**src/rtl/perst_seq.sv**
```systemverilog
// PCIe PERST# sequencer: synchronises platform reset / CPU power-good, enforces a
// minimum assertion width and releases each slot after its own staggered delay.
module perst_seq #(
    parameter int NUM_CH     = 3,
    parameter int CNT_W      = 8,
    parameter int MIN_ASSERT = 8,
    parameter int REL_DLY    = 4,
    parameter int STAGGER    = 2
) (
    input  logic              iClk,
    input  logic              iRst,
    input  logic              iPltRstN,
    input  logic              iCpuPwrgd,
    input  logic [NUM_CH-1:0] iPerstSel,
    output logic [NUM_CH-1:0] oPerstN,
    output logic              oPltRstBufN,
    output logic              oAllReleased
);
    typedef enum logic [1:0] {
        ST_ASSERT = 2'd0,
        ST_HOLD   = 2'd1,
        ST_RUN    = 2'd2
    } state_t;

    localparam logic [CNT_W-1:0] CNT_SAT = CNT_W'(MIN_ASSERT - 1);

    logic              r_plt_meta;
    logic              r_plt_sync;
    logic              r_pwr_meta;
    logic              r_pwr_sync;
    logic [NUM_CH-1:0] r_sel_meta;
    logic [NUM_CH-1:0] r_sel_sync;
    logic [NUM_CH-1:0] w_src;
    state_t            r_state [NUM_CH];
    logic [CNT_W-1:0]  r_cnt   [NUM_CH];
    logic [NUM_CH-1:0] r_perst_n;
    logic              r_all_rel;

    function automatic logic [CNT_W-1:0] f_dly(input int ch);
        return CNT_W'(REL_DLY + ch * STAGGER);
    endfunction

    function automatic logic [CNT_W-1:0] f_dly_last(input int ch);
        return CNT_W'(REL_DLY + ch * STAGGER - 1);
    endfunction

    always_ff @(posedge iClk or posedge iRst) begin
        if (iRst) begin
            r_plt_meta <= 1'b0;
            r_plt_sync <= 1'b0;
            r_pwr_meta <= 1'b0;
            r_pwr_sync <= 1'b0;
            r_sel_meta <= '0;
            r_sel_sync <= '0;
        end else begin
            r_plt_meta <= iPltRstN;
            r_plt_sync <= r_plt_meta;
            r_pwr_meta <= iCpuPwrgd;
            r_pwr_sync <= r_pwr_meta;
            r_sel_meta <= iPerstSel;
            r_sel_sync <= r_sel_meta;
        end
    end

    assign w_src = (r_sel_sync & {NUM_CH{r_plt_sync}}) |
                   (~r_sel_sync & {NUM_CH{r_pwr_sync}});

    // In ASSERT the counter keeps running even while the source is low, so a long
    // reset pre-satisfies the minimum width and release only waits for the stagger.
    always_ff @(posedge iClk or posedge iRst) begin
        if (iRst) begin
            for (int ch = 0; ch < NUM_CH; ch++) begin
                r_state[ch] <= ST_ASSERT;
                r_cnt[ch]   <= '0;
            end
            r_perst_n <= '0;
            r_all_rel <= 1'b0;
        end else begin
            for (int ch = 0; ch < NUM_CH; ch++) begin
                r_perst_n[ch] <= (r_state[ch] == ST_RUN);
                case (r_state[ch])
                    ST_ASSERT: begin
                        if (r_cnt[ch] != CNT_SAT) begin
                            r_cnt[ch] <= r_cnt[ch] + CNT_W'(1);
                        end else if (w_src[ch]) begin
                            r_cnt[ch]   <= '0;
                            r_state[ch] <= (f_dly(ch) == '0) ? ST_RUN : ST_HOLD;
                        end
                    end
                    ST_HOLD: begin
                        if (!w_src[ch]) begin
                            r_state[ch] <= ST_ASSERT;
                            r_cnt[ch]   <= '0;
                        end else if (r_cnt[ch] == f_dly_last(ch)) begin
                            r_state[ch] <= ST_RUN;
                            r_cnt[ch]   <= '0;
                        end else begin
                            r_cnt[ch] <= r_cnt[ch] + CNT_W'(1);
                        end
                    end
                    ST_RUN: begin
                        if (!w_src[ch]) begin
                            r_state[ch] <= ST_ASSERT;
                            r_cnt[ch]   <= '0;
                        end
                    end
                    default: begin
                        r_state[ch] <= ST_ASSERT;
                        r_cnt[ch]   <= '0;
                    end
                endcase
            end
            r_all_rel <= &r_perst_n;
        end
    end

    assign oPerstN      = r_perst_n;
    assign oAllReleased = r_all_rel;
    assign oPltRstBufN  = iPltRstN;
endmodule

```
**config.mk**
```make
export PLATFORM = sky130hd
export DESIGN_NAME = perst_seq
export DESIGN_NICKNAME = d
export VERILOG_FILES = /design/src/rtl/perst_seq.sv
export SDC_FILE = /design/constraint.sdc
export NUM_CORES = 1
export LEC_CHECK = 0
export BUFFER_PORTS_ARGS = -buffer_cell sky130_fd_sc_hd__buf_2
export CAP_MARGIN = 25
export CELL_PAD_IN_SITES_DETAIL_PLACEMENT = 1
export CELL_PAD_IN_SITES_GLOBAL_PLACEMENT = 1
export CORE_AREA = 2 2 99 101
export DETAILED_ROUTE_END_ITERATION = 6
export DIE_AREA = 0 0 101 103
export PLACE_DENSITY = 0.57
export SYNTH_ARGS = -nofsm -noshare
export SYNTH_HDL_FRONTEND = slang
export SYNTH_SLANG_ARGS = --single-unit
```
**constraint.sdc**
```tcl
create_clock -name iClk -period 4.4 [get_ports iClk]
set_input_delay 0.22 -clock iClk [delete_from_list [all_inputs] [get_ports iClk]]
set_output_delay 0.22 -clock iClk [all_outputs]
set_load 0.1 [all_outputs]
```
==> flow_summary_export.csv <==
group,metric,value,unit
clock_tree,cts_tree,"done",
global_route,grt_pass1_wl,8870,um
layout,drive_gt1_frac,0.147,
place,place_inst,342,
worst_setup_path,worstPathArrival,2080,ps
detailed_routing,wl_per_cell,14.2,um
floorplanning,initial_core_util,0.243,
worst_setup_path,rrSetupSlack,2520,ps
place,io_buffers,11,
sta,slew_viol_final,0,
synth,synthAdderAreaFrac,0.0218,
synth,yosysTopAreaCellShare,0.479,
detailed_routing,drc,0,
global_route,grt_usage,0.107,
sta,worstMarginPinSlew,557,ps
power_and_ir_drop,p_per_area,556,nW/um2
floorplanning,fp.dieH,103,um
sta,rsz0062_at_grt,"no",
sta,hold_viol,0,
synth,ys_seq_area_frac,0.479,
clock_tree,cts.clk_slew.worst_paths,80,ps
worst_setup_path,end_kind,"flip-flop",
worst_setup_path,critPathMaxFanout,8,
detailed_routing,drt_iter0_drc,82,
worst_setup_path,r2r-start,"r_cnt[16]",
synth,synth_area_leaders,"dfrtp_1 48%, o21ai_0 3.9%, nand2_1 3.1%, o211ai_1 2.9%, inv_1 2.5%",
detailed_routing,vias,1756,
sta,fin_setup_tns,0,ps
worst_setup_path,setup.worst_path.start,"r_cnt[16]",
floorplanning,die-area,10400,um2
power_and_ir_drop,ir_worst_vdd,0.138,mV
sta,post-route-period-util,0.426,
layout,n_antenna_cell,0,
synth,netlist_area,2300,um2
worst_hold_path,hold_class,"primary input to flip-flop",
sta,finalSetupViolCount,0,
run_status,status,"finished clean",
clock_tree,htreeDepth,2,
layout,fillCellCount,1094,
sta,finClkSkew,8.03,ps
synth,synth_cells,223,
synth,synthXorXnorAreaFrac,0.0267,
clock_tree,holdBufCountCts,0,
synth,ys_async_sr_fraction,1.00,
worst_hold_path,min_from,"iPerstSel[1]",
global_route,antenna_found_initial,0,
detailed_routing,ant_nets,0,
synth,synth_area_per_cell,10.3,um2
synth,ys_warn_count,0,
synth,synth_top_family_by_area,"simple AND/OR/NAND/NOR gates",
synth,synth_edf_count,0,
floorplanning,std_cell_rows,36,
clock_tree,cts_inserted_buffers,5,
worst_setup_path,startpoint_type,"flip-flop",
clock_tree,post_cts.resized_instances,0,
synth,synth_nets,234,
floorplanning,pin_count,12,
layout,final_cells,352,
layout,nets,248,
layout,area_growth,12.5,%
place,dpl.hpwl,3430,um
sta,whs,29.1,ps
floorplanning,dieWidth,101,um
layout,final_common_cell,"dfrtp_1",
floorplanning,core,9460,um2
global_route,grt_max_degree,45,
sta,max-slew-margin-rel,0.628,
global_route,overflow,0,
synth,synth.area.mux_share,0.0251,
synth,yosysUniqueCellTypes,55,
worst_setup_path,critPathRequiredTime,4610,ps
detailed_routing,routed_via_density,4.99,
synth,synth-seq-cells,44,
clock_tree,post_cts.repair.setup_buffers,0,
worst_setup_path,path_class,"flip-flop to flip-flop",
power_and_ir_drop,total_leakage_power,1.06,nW
layout,final_cell_mix,"44 x dfrtp_1, 19 x nand2_1, 18 x o21ai_0",
worst_setup_path,r2r_cells,5,
job,max_cap_violations,0,
sta,layout_min_cycle_time,1880,ps
clock_tree,clock_path_buffers,2,
synth,synth-simple-area-share,0.205,
worst_hold_path,whs_path_depth,1,
clock_tree,clockRootBuffer,"clkbuf_8",
synth,synth_compound_area_frac,0.204,
global_route,grt_pass1_vias,1820,
synth,synth_ff_type,"dfrtp_1",
synth,synth.largest_area_cell,"dfrtp_1",
detailed_routing,firstDrtPassIters,4,
clock_tree,cts_num_sinks,44,
place,gp_congestion,0.778,
sta,fmax,533,MHz
detailed_routing,routed_wirelength,4990,um
clock_tree,clkLatencyLatePin,290,ps
[worst max-delay path: stages (launching register included)]
cell and delay (ps):
dfrtp_1 410, ha_1 300, nor4b_1 180, a211oi_2 530
nor2_2 150, o221ai_1 210
[registers in the layout (all words and copies together), names as in the netlist, 3 cells and up]
register	cells
r_cnt	24
r_sel_meta	3
r_state	6
r_sel_sync	3
oPerstN	3
[Yosys cell counts (all sizes together) (5+ instances only)]
cell,count
o21ai,20
and3,5
nor2,11
mux2i,5
nor3,11
o221ai,6
inv,15
o211ai,9
nand2,19
dfrtp,44
nand3,10
[logic make-up after synthesis]
logic type      Yosys count
mux                       5
flops                    44
buf+inv                  21
simple gates             81
fa+ha+maj                 4
compound gates           61
xor+xnor                  7
[worst paths after layout]
check,end
worst min-delay path,r_sel_meta[1]
min in group asynchronous,r_cnt[18]
worst max-delay path,r_cnt[19]
worst min register to register,r_sel_sync[0]
worst max register to register,r_cnt[19]
max in group asynchronous,r_plt_sync
[layer usage]
metal / GRT usage / up-vias / wire length [um] / share of wire
met5: 0 / - / 0 / 0
met4: 0.0374 / 0 / 63 / 0.013
met3: 0.0203 / 6 / 111 / 0.022
met2: 0.168 / 20 / 2280 / 0.46
met1: 0.147 / 877 / 2530 / 0.51
li1: - / 853 / - / -
[where the power goes]
part           leakage (nW)  switching [mW]  internal, mW
sequential            0.561           0.142         0.504
clock                0.0455           0.135         0.128
combinational         0.452           0.297         0.230
total                  1.06           0.573         0.863
[layout make-up]
cell class                 count  area, um2  area share
clock buffer                   8       90.1      0.0349
inverter                      15       56.3      0.0218
multi-input combinational    158       1110       0.429
sequential                    44       1100       0.426
tap                          114        143      0.0552
timing repair buffer          13       85.1      0.0329
[through the flow]
stage                util  instance area, um2  setup WS, ps  power, mW
finish              0.273                2580          2520       1.44
global route        0.273                2580          2340       1.57
CTS                 0.270                2550          2500       1.46
detailed placement  0.260                2460          2520       1.18
global placement    0.260                2460          2510       1.16
floorplan               -                2300          2820       1.05
Note: power is estimated with default switching activity, not from simulation.
